[src/rtl/io_filter_pkg.sv]
// Shared definitions for io_filter_v2: edge-select encodings, chunk sizing
// and mesh slot numbering for the joined port pairs.
package io_filter_pkg;

    // Per-pin event selection, two bits per pin on edge_mode.
    typedef enum logic [1:0] {
        EDGE_ANY  = 2'b00,
        EDGE_RISE = 2'b01,
        EDGE_FALL = 2'b10,
        EDGE_OFF  = 2'b11
    } edge_mode_e;

    // Number of DATA_WIDTH-wide chunks needed to carry all pins.
    function automatic int ceil_div(input int num, input int den);
        return (num + den - 1) / den;
    endfunction

    // Mesh slot of joined output chunk k (data flows mesh -> pins).
    function automatic int slot_out_chunk(input int io_pins, input int k);
        return io_pins + 2 * k;
    endfunction

    // Mesh slot of joined input chunk k (data flows pins -> mesh).
    function automatic int slot_in_chunk(input int io_pins, input int k);
        return io_pins + 2 * k + 1;
    endfunction

endpackage

[src/rtl/io_debounce.sv]
// Per-pin input conditioning: SYNC_STAGES-flop synchroniser, debounce
// counter and registered rise/fall pulses. The exported filt is delayed one
// cycle so that it lines up with the rise/fall pulses.
module io_debounce
    import io_filter_pkg::*;
#(
    parameter int SYNC_STAGES  = 2,
    parameter int DEBOUNCE_LEN = 3
) (
    input  logic clk,
    input  logic rst_n,
    input  logic pin_raw,
    output logic filt,
    output logic rise,
    output logic fall
);

    logic [SYNC_STAGES-1:0] sync_q;
    logic                   s;
    logic                   deb;
    logic                   filt_q;

    assign s    = sync_q[SYNC_STAGES-1];
    assign filt = filt_q;

    // Synchroniser chain for the asynchronous pad input.
    always_ff @(posedge clk) begin
        // NOTE: sequential state uses non-blocking assignments so every flop
        // samples pre-edge values regardless of statement order.
        if (!rst_n) begin
            sync_q <= '0;
        end else begin
            sync_q[0] <= pin_raw;
            for (int i = 1; i < SYNC_STAGES; i++) begin
                sync_q[i] <= sync_q[i-1];
            end
        end
    end

    if (DEBOUNCE_LEN == 0) begin : g_bypass
        assign deb = s;
    end else begin : g_count
        localparam int CW = (DEBOUNCE_LEN > 1) ? $clog2(DEBOUNCE_LEN) : 1;
        logic [CW-1:0] cnt_q;
        logic          deb_q;

        assign deb = deb_q;

        // Accept a new level only after DEBOUNCE_LEN stable cycles.
        always_ff @(posedge clk) begin
            if (!rst_n) begin
                cnt_q <= '0;
                deb_q <= 1'b0;
            end else if (s == deb_q) begin
                cnt_q <= '0;
            end else if (cnt_q == CW'(DEBOUNCE_LEN - 1)) begin
                deb_q <= s;
                cnt_q <= '0;
            end else begin
                cnt_q <= cnt_q + CW'(1);
            end
        end
    end

    // Edge detect on the debounced level; pulses are one cycle wide.
    always_ff @(posedge clk) begin
        if (!rst_n) begin
            filt_q <= 1'b0;
            rise   <= 1'b0;
            fall   <= 1'b0;
        end else begin
            filt_q <= deb;
            rise   <= deb & ~filt_q;
            fall   <= ~deb & filt_q;
        end
    end

endmodule

[src/rtl/io_filter_v2.sv]
// Pin/port bridge between the pad ring and mem_mesh. Slots 0..IO_PINS-1 are
// individual pin ports; each chunk k owns an output slot IO_PINS+2k and an
// input slot IO_PINS+2k+1. Optional build macro IO_FILTER_TOGGLE_EN makes an
// individual write with data bit1=1 toggle the pin instead of writing bit0.
module io_filter_v2
    import io_filter_pkg::*;
#(
    parameter int  IO_PINS      = 16,
    parameter int  DATA_WIDTH   = 16,
    parameter int  SYNC_STAGES  = 2,
    parameter int  DEBOUNCE_LEN = 3,
    localparam int CHUNKS       = ceil_div(IO_PINS, DATA_WIDTH),
    localparam int PORTS        = IO_PINS + 2 * CHUNKS
) (
    input  logic                        clk,
    input  logic                        rst_n,
    input  logic [IO_PINS-1:0]          pin_dir,
    input  logic [2*IO_PINS-1:0]        edge_mode,
    input  logic [IO_PINS-1:0]          pin_data_in,
    output logic [IO_PINS-1:0]          pin_data_out,
    output logic [PORTS-1:0]            port_active_in,
    input  logic [PORTS-1:0]            port_active_out,
    output logic [PORTS*DATA_WIDTH-1:0] port_data_in,
    input  logic [PORTS*DATA_WIDTH-1:0] port_data_out
);

    localparam int JW = CHUNKS * DATA_WIDTH;
    localparam int RW = $clog2(JW);

    logic [IO_PINS-1:0] filt, rise, fall, ind_event, ind_wr_bit0;
    logic [IO_PINS-1:0] saved_out, saved_next;
    logic [JW-1:0]      joined_next, joined_last, joined_out, joined_en_bits;
    logic [PORTS-1:0]   active_next;
    logic [RW-1:0]      irank, orank;
    logic               unused_port_bits;

    // Most data bits of the write slots are don't-care (only bit0/bit1 of
    // individual slots and the output-chunk slices carry meaning).
    assign unused_port_bits = ^{port_data_out, port_active_out};

    for (genvar gi = 0; gi < IO_PINS; gi++) begin : g_pin
        edge_mode_e mode;
        assign mode = edge_mode_e'(edge_mode[2*gi +: 2]);

        io_debounce #(
            .SYNC_STAGES (SYNC_STAGES),
            .DEBOUNCE_LEN(DEBOUNCE_LEN)
        ) u_deb (
            .clk    (clk),
            .rst_n  (rst_n),
            .pin_raw(pin_data_in[gi]),
            .filt   (filt[gi]),
            .rise   (rise[gi]),
            .fall   (fall[gi])
        );

        assign ind_event[gi] = !pin_dir[gi] &&
            ((rise[gi] && (mode == EDGE_ANY || mode == EDGE_RISE)) ||
             (fall[gi] && (mode == EDGE_ANY || mode == EDGE_FALL)));
        assign active_next[gi] = ind_event[gi];
        assign ind_wr_bit0[gi] = port_data_out[gi*DATA_WIDTH];
        assign port_data_in[gi*DATA_WIDTH +: DATA_WIDTH] = {DATA_WIDTH{filt[gi]}};
    end

    for (genvar gk = 0; gk < CHUNKS; gk++) begin : g_chunk
        localparam int OS = slot_out_chunk(IO_PINS, gk);
        localparam int IS = slot_in_chunk(IO_PINS, gk);

        assign joined_out[gk*DATA_WIDTH +: DATA_WIDTH]     = port_data_out[OS*DATA_WIDTH +: DATA_WIDTH];
        assign joined_en_bits[gk*DATA_WIDTH +: DATA_WIDTH] = {DATA_WIDTH{port_active_out[OS]}};
        assign port_data_in[OS*DATA_WIDTH +: DATA_WIDTH]   = '0;
        assign port_data_in[IS*DATA_WIDTH +: DATA_WIDTH]   = joined_last[gk*DATA_WIDTH +: DATA_WIDTH];
        assign active_next[OS] = 1'b0;
        assign active_next[IS] = |(joined_next[gk*DATA_WIDTH +: DATA_WIDTH] ^
                                   joined_last[gk*DATA_WIDTH +: DATA_WIDTH]);
    end

    // Compress filtered input pins LSB-first into the joined input vector.
    always_comb begin
        // NOTE: every always_comb output gets a default first so no path
        // leaves it unassigned, which would otherwise infer a latch.
        joined_next = '0;
        irank       = '0;
        for (int i = 0; i < IO_PINS; i++) begin
            if (!pin_dir[i]) begin
                joined_next[irank] = filt[i];
                irank = irank + RW'(1);
            end
        end
    end

`ifdef IO_FILTER_TOGGLE_EN
    logic [IO_PINS-1:0] ind_wr_bit1;
    for (genvar gt = 0; gt < IO_PINS; gt++) begin : g_toggle
        assign ind_wr_bit1[gt] = port_data_out[gt*DATA_WIDTH + 1];
    end
`endif

    // Next pad values: joined writes decompressed onto output pins, then
    // individual writes on top so they win for the same pin.
    always_comb begin
        saved_next = saved_out;
        orank      = '0;
        for (int i = 0; i < IO_PINS; i++) begin
            if (pin_dir[i]) begin
                if (joined_en_bits[orank]) begin
                    saved_next[i] = joined_out[orank];
                end
                orank = orank + RW'(1);
            end
            if (port_active_out[i]) begin
`ifdef IO_FILTER_TOGGLE_EN
                if (ind_wr_bit1[i]) begin
                    saved_next[i] = ~saved_out[i];
                end else begin
                    saved_next[i] = ind_wr_bit0[i];
                end
`else
                saved_next[i] = ind_wr_bit0[i];
`endif
            end
        end
    end

    // Registered pad values, joined-input history and event strobes.
    always_ff @(posedge clk) begin
        if (!rst_n) begin
            saved_out      <= '0;
            joined_last    <= '0;
            port_active_in <= '0;
        end else begin
            saved_out      <= saved_next;
            joined_last    <= joined_next;
            port_active_in <= active_next;
        end
    end

    assign pin_data_out = saved_out;

endmodule
[config.mk]
export PLATFORM = sky130hd
export DESIGN_NAME = io_filter_v2
export DESIGN_NICKNAME = d
export VERILOG_FILES = /design/src/rtl/io_filter_pkg.sv /design/src/rtl/io_debounce.sv /design/src/rtl/io_filter_v2.sv
export SDC_FILE = /design/constraint.sdc
export NUM_CORES = 1
export LEC_CHECK = 0
export CORE_AREA = 2 2 267 269
export CTS_CLUSTER_SIZE = 24
export DETAILED_ROUTE_END_ITERATION = 7
export DIE_AREA = 0 0 269 271
export GPL_ROUTABILITY_DRIVEN = 0
export HOLD_SLACK_MARGIN = 0.05
export PLACE_DENSITY = 0.53
export SLEW_MARGIN = 20
export SYNTH_ARGS = -nofsm -noshare
export SYNTH_HDL_FRONTEND = slang
export SYNTH_SLANG_ARGS = --single-unit
[constraint.sdc]
create_clock -name clk -period 12.65 [get_ports clk]
set_input_delay 1.8975 -clock clk [delete_from_list [all_inputs] [get_ports clk]]
set_output_delay 1.8975 -clock clk [all_outputs]
set_load 0.01 [all_outputs]
==> flow_summary.toml, run 1 <==
[outcome]
outcome = "finished clean"

[yosys]
synth_warnings = 0
synth_top_area_cell = "dfxtp_1"
synthesis.area_sq_um = 17400
syn_avg_cell_area_sq_um = 8.17
synth_edf_count = 0
netlist.area_leader.share_pct = 20.4
yosys-top-cells-count = "buf_4 (277), dfxtp_1 (177), nand2_1 (171), nor2_1 (158), inv_1 (99)"
async_flop_share_pct = 0
synth_cell_types = 98
synth.most_common_cell = "buf_4"
synthCells = 2128
ys_seq_area_share_pct = 20.4
synth_area_leaders = "dfxtp_1 (20%), buf_4 (12%), ha_1 (5.5%)"
ys.flop_type = "dfxtp_1"
synth_seq_cells = 177

[timing]
tns_ns = 0
setup_viol = 0
final_hold_viol_count = 0
fmax_mhz = 84.8
whs_ns = 0.409
slew_violations = 0
final.setup_skew_ns = 0.0230
tightest_slew_ns = 0.983
period_share_pct = 93.2
rsz0062_at_grt = "no"
slew_headroom_pct = 34.4
finalWorstSetupSlack_ns = 0.858
period_minus_slack_ns = 11.79

[global_route]
grt.busiest_layer = "met2"
overflow = 0
grt_pass1_vias = 15700
use_met3_pct = 1.77
grt_util_met2_pct = 26.0
grt_antenna_before_repair = 1
met1_usage_pct = 20.7
grt_pass1_wl_um = 89500
grt_max_degree = 62
track_usage_pct = 15.5

[cells_and_area]
drive_above_1_share_pct = 11.8
fill_cells = 7338
layout.nets = 2764
post_layout_nonfiller_instances = 3268
syn_to_final_growth_pct = 25.4

[cts]
clk_pin_slew_ns = 0.07
clock_latency_ns = 0.47
ctsHoldBuffers = 0
cts_tree = "done"
cts.sinks = 177
h-tree-depth = 4
clockBufferDepth = 2
clockRootBuffer = "clkbuf_16"
cts_made_buffers = 17

[setup_path]
crit_path_end_kind = "flop"
reg2reg_setup_slack_ns = 8.10
rr_worst_depth = 16
critical_path.max_stage_delay_ns = 0.52
crit_top_cell = "ha_1"
timing.critical_path.from_type = "input pin"
crit_required_ns = 13.03
slowest_stage = "clkdlybuf4s50_1"
crit_arrival_ns = 12.17
r2r_start = "g_pin[5].u_deb.filt"
crit_type = "in -> reg"
worstPathMaxFanout = 4
r2r-end = "port_active_in[17]"

[worst_hold_path]
hold_path_startpoint = "g_pin[8].u_deb.g_count.cnt_q[0]"
hold_end = "g_pin[8].u_deb.g_count.cnt_q[0]"
worstHoldPathCells = 1
min_path_type = "reg -> reg"

[pwr]
irDropWorstVdd_v = 0.000126
leakage_nw = 8.19
p_per_area_nw_per_um2 = 205

[drt]
avgRoutedWirePerCell_um = 17.9
antenna_left = 0
drc_errors = 0
avgViaCountPerCell = 4.91
finalWirelength_um = 58500
vias = 16100
drt_first_pass_iters = 6
initialDrtViolationCount = 1422

[place]
place_ws_ns = 0.0939
portBuffers = 419
dp_cells = 3235
hpwlAfterDp_um = 45300

[die]
start_util_pct = 24.9
die_y_um = 271
core_area_sq_um = 69800
dieArea_sq_um = 72900
ioPinCount = 694
die_w_um = 269
std_cell_rows = 97

[job]
drv_cap = 0
[worst max path at each step]
stage | start | end | slack [ns]
after floorplan | pin_dir[0] | pin_data_out[15] | 0.12
final | pin_dir[0] | port_active_in[17] | 0.86
after global placement | pin_dir[0] | pin_data_out[15] | 0.33
after global routing | pin_dir[0] | port_active_in[17] | 0.02
after detailed placement | pin_dir[0] | pin_data_out[15] | 0.09
after CTS | pin_dir[0] | pin_data_out[15] | 0.57
[where the power goes]
| part | leakage, nW | internal, W | switching (W) |
|---|---|---|---|
| combinational | 6.48 | 0.00143 | 0.00190 |
| sequential | 1.44 | 0.000588 | 0.0000228 |
| clock | 0.278 | 0.000278 | 0.000252 |
| total | 8.19 | 0.00229 | 0.00218 |
[state kept, by name, indices dropped and copies added (netlist names)]
signal,flops
g_pin.u_deb.deb,16
g_pin.u_deb.filt,16
g_pin.u_deb.sync_q,32
g_pin.u_deb.g_count.cnt_q,32
g_pin.u_deb.fall,16
g_pin.u_deb.rise,16
pin_data_out,16
joined_last,16
port_active_in,17
[layout make-up]
type,count,area (sq um),share of cell area [%]
Antenna cell,1,2.50,0.0115
Clock buffer,18,429,1.97
Sequential cell,177,3540,16.3
Timing Repair Buffer,540,5100,23.4
Multi-Input combinational cell,1466,11000,50.4
Clock inverter,14,145,0.666
Tap cell,940,1180,5.39
Inverter,112,423,1.94
[per-stage QoR]
step | utilization (%) | total power [W] | area [sq um]
CTS | 31.2 | 0.00444 | 21800
global placement | 30.4 | 0.00384 | 21200
global route | 31.2 | 0.00479 | 21800
detailed placement | 30.4 | 0.00388 | 21200
finish | 31.2 | 0.00447 | 21800
floorplan | - | 0.00288 | 17500
[cell families after synthesis]
logic type,synth area share (%)
other,0.0216
adders and majority gates,5.66
DFF,20.4
xor gates and xnor gates,9.16
muxes,9.66
buffers and inverters,17.0
AOI/OAI and AO/OA,17.3
and+or+nand+nor,20.9
[worst max-delay path, delay by kind of cell]
| family | cells | cell delay, ns |
|---|---|---|
| fa+ha+maj | 13 | 3.52 |
| compound gates | 15 | 2.92 |
| simple gates | 14 | 1.83 |
| buf+inv | 9 | 1.38 |
| mux | 3 | 0.60 |
[timing repair]
item	CTS	global route
buffers inserted	0	0
setup endpoints to repair	0	2
gates resized for setup	0	9
[layout by cell type (no fill, tap or decap), types with 9 or more instances in the layout]
master / netlist / layout
clkdlybuf4s50_1: 0 / 418
dfxtp_1: 177 / 176
nand2_1: 171 / 171
nor2_1: 158 / 157
buf_4: 277 / 121
inv_1: 99 / 98
and2_1: 83 / 83
mux2i_1: 78 / 77
ha_1: 77 / 77
a21oi_1: 80 / 76
xnor2_1: 63 / 63
nand3_1: 62 / 62
nor2b_1: 54 / 54
nor3_1: 55 / 54
o21ai_0: 37 / 36
nand2b_1: 35 / 35
a31oi_1: 34 / 34
mux4_2: 34 / 34
a22oi_1: 30 / 30
or3_1: 29 / 29
a211oi_1: 26 / 26
a32oi_1: 22 / 22
nand4_1: 18 / 18
o22ai_1: 18 / 18
conb_1: 1 / 17
clkbuf_16: 0 / 17
o211ai_1: 15 / 15
and3_1: 14 / 14
o32ai_1: 14 / 14
xor2_1: 13 / 13
xnor3_1: 13 / 13
a221oi_1: 12 / 12
a32o_1: 12 / 12
xnor2_2: 11 / 11
nor4_1: 11 / 10
xnor2_4: 9 / 9
a211o_1: 9 / 9
o221ai_1: 9 / 9
[routing by layer]
metal | wire (um) | up-vias
met1 | 26600 | 7784
met2 | 27800 | 605
li1 | - | 7604
met5 | 0 | -
met4 | 1050 | 0
met3 | 3140 | 66
No activity file was read; power rests on OpenSTA's default activity.
==> inputs of run 2 (changes only) <==
Settings changed: SLEW_MARGIN 20 to unset.
==> run 2 against run 1 <==
Compared with the run above:
- hold slack stayed put
- sequential share of layout area hardly changed
- count of clock-buffer cells in the layout stayed put
- largest cell class unchanged
==> flow_summary.toml, run 2 (synthesized netlist as in run 1, its figures left out) <==
[cts]
clockBufferDepth = 2
clock_latency_ns = 0.47
cts_made_buffers = 17
h-tree-depth = 4
clockRootBuffer = "clkbuf_16"
clk_pin_slew_ns = 0.07
post_cts_buffers = 0
cts.sinks = 177
cts_tree = "done"

[die]
die_y_um = 271
core_area_sq_um = 69800
dieArea_sq_um = 72900
ioPinCount = 694
std_cell_rows = 97
start_util_pct = 24.9
die_w_um = 269

[drt]
vias = 16100
antenna_left = 0
initialDrtViolationCount = 1422
drt_first_pass_iters = 7
avgRoutedWirePerCell_um = 17.9
drc_errors = 0
finalWirelength_um = 58500
avgViaCountPerCell = 4.91

[timing]
final_hold_viol_count = 0
period_minus_slack_ns = 11.79
final.setup_skew_ns = 0.0230
tns_ns = 0
slew_headroom_pct = 24.9
tightest_slew_ns = 1.13
period_share_pct = 93.2
rsz0062_at_grt = "no"
setup_viol = 0
slew_violations = 0
fmax_mhz = 84.8

[place]
portBuffers = 419
hpwlAfterDp_um = 45300
placed_area_sq_um = 21200

[global_route]
grt_pass1_vias = 15700
grt_max_degree = 62
grt_pass1_wl_um = 89500
overflow = 0
grt_antenna_before_repair = 1
track_usage_pct = 15.5

[cells_and_area]
layout_common_cells = "clkdlybuf4s50_1 (418), dfxtp_1 (177), nand2_1 (171)"
multi_input_area_sq_um = 11000
final_common_cell = "clkdlybuf4s50_1"
design_area_sq_um = 21800
syn_to_final_growth_pct = 25.4
layout.nets = 2764
reg_top3 = "g_pin.u_deb.g_count.cnt_q x32, g_pin.u_deb.sync_q x32, port_active_in x17"
drive_above_1_share_pct = 11.7
fill_cells = 7339
ff_latch_area_sq_um = 3540

[setup_path]
r2r-end = "port_active_in[17]"
crit_required_ns = 13.03
rr_worst_depth = 16
timing.critical_path.from_type = "input pin"
crit_path_end_kind = "flop"
path_delay_family = "adder cells"
reg2reg_setup_slack_ns = 8.11
path_buf_inv = 9
r2r_start = "g_pin[5].u_deb.filt"
crit_arrival_ns = 12.17
crit_start = "pin_dir[0]"
worstPathMaxFanout = 4
slowest_stage = "clkdlybuf4s50_1"
crit_type = "in -> reg"
critical_path.max_stage_delay_ns = 0.52
crit_top_cell = "ha_1"

[worst_hold_path]
hold_end = "g_pin[8].u_deb.g_count.cnt_q[0]"
min_path_type = "reg -> reg"
worstHoldPathCells = 1
hold_path_startpoint = "g_pin[8].u_deb.g_count.cnt_q[0]"

[pwr]
p_per_area_nw_per_um2 = 205
irDropWorstVdd_v = 0.000126
leakage_nw = 8.19

[outcome]
outcome = "finished clean"

[job]
drv_cap = 0
==> run 2: changes by cell type in the layout (fill, tap and decap cells not counted) <==
cell and change:
dfxtp_1 +1, dfxtp_2 -1
==> run 2: through the flow <==
| stage | total power [W] | setup WS (ns) | util (%) | hold WS, ns | std cells |
|---|---|---|---|---|---|
| after floorplan | 0.00288 | 0.119 | - | 0.391 | 2144 |
| after global placement | 0.00384 | 0.331 | 30.4 | 0.399 | 3235 |
| after detailed placement | 0.00388 | 0.0939 | 30.4 | 0.403 | 3235 |
| after CTS | 0.00444 | 0.567 | 31.2 | 0.412 | 3267 |
| after global routing | 0.00479 | 0.0186 | 31.2 | 0.427 | 3268 |
| final | 0.00447 | 0.858 | 31.2 | 0.409 | 3268 |
==> run 2: what timing repair did <==
item / CTS / global route
hold buffers: 0 / 0
gates resized for setup: 0 / 9
endpoints found under the setup margin: 0 / 2
==> run 2: worst max path at each step <==
stage                              end  slack [ns]  cells after the start
finish              port_active_in[17]        0.86                     54
global route        port_active_in[17]        0.02                     54
CTS                   pin_data_out[15]        0.57                     50
detailed placement    pin_data_out[15]        0.09                     50
global placement      pin_data_out[15]        0.33                     50
floorplan             pin_data_out[15]        0.12                     52
==> run 2: metal layers <==
metal	GRT usage (%)	wire [um]
met4	4.72	1080
met5	0	0
met2	26.0	27800
met3	1.77	3200
met1	20.7	26500
==> run 2: cell type report <==
type / instances / share of cell area, %
Inverter: 112 / 1.94
Clock buffer: 18 / 1.97
Timing Repair Buffer: 540 / 23.4
Sequential cell: 177 / 16.3
Multi-Input combinational cell: 1466 / 50.4
Clock inverter: 14 / 0.666
Tap cell: 940 / 5.39
Antenna cell: 1 / 0.0115
==> run 2: report_power, final <==
part	switching, W	total (W)	internal (W)
clock	0.000252	0.000529	0.000278
combinational	0.00190	0.00333	0.00143
sequential	0.0000228	0.000610	0.000588
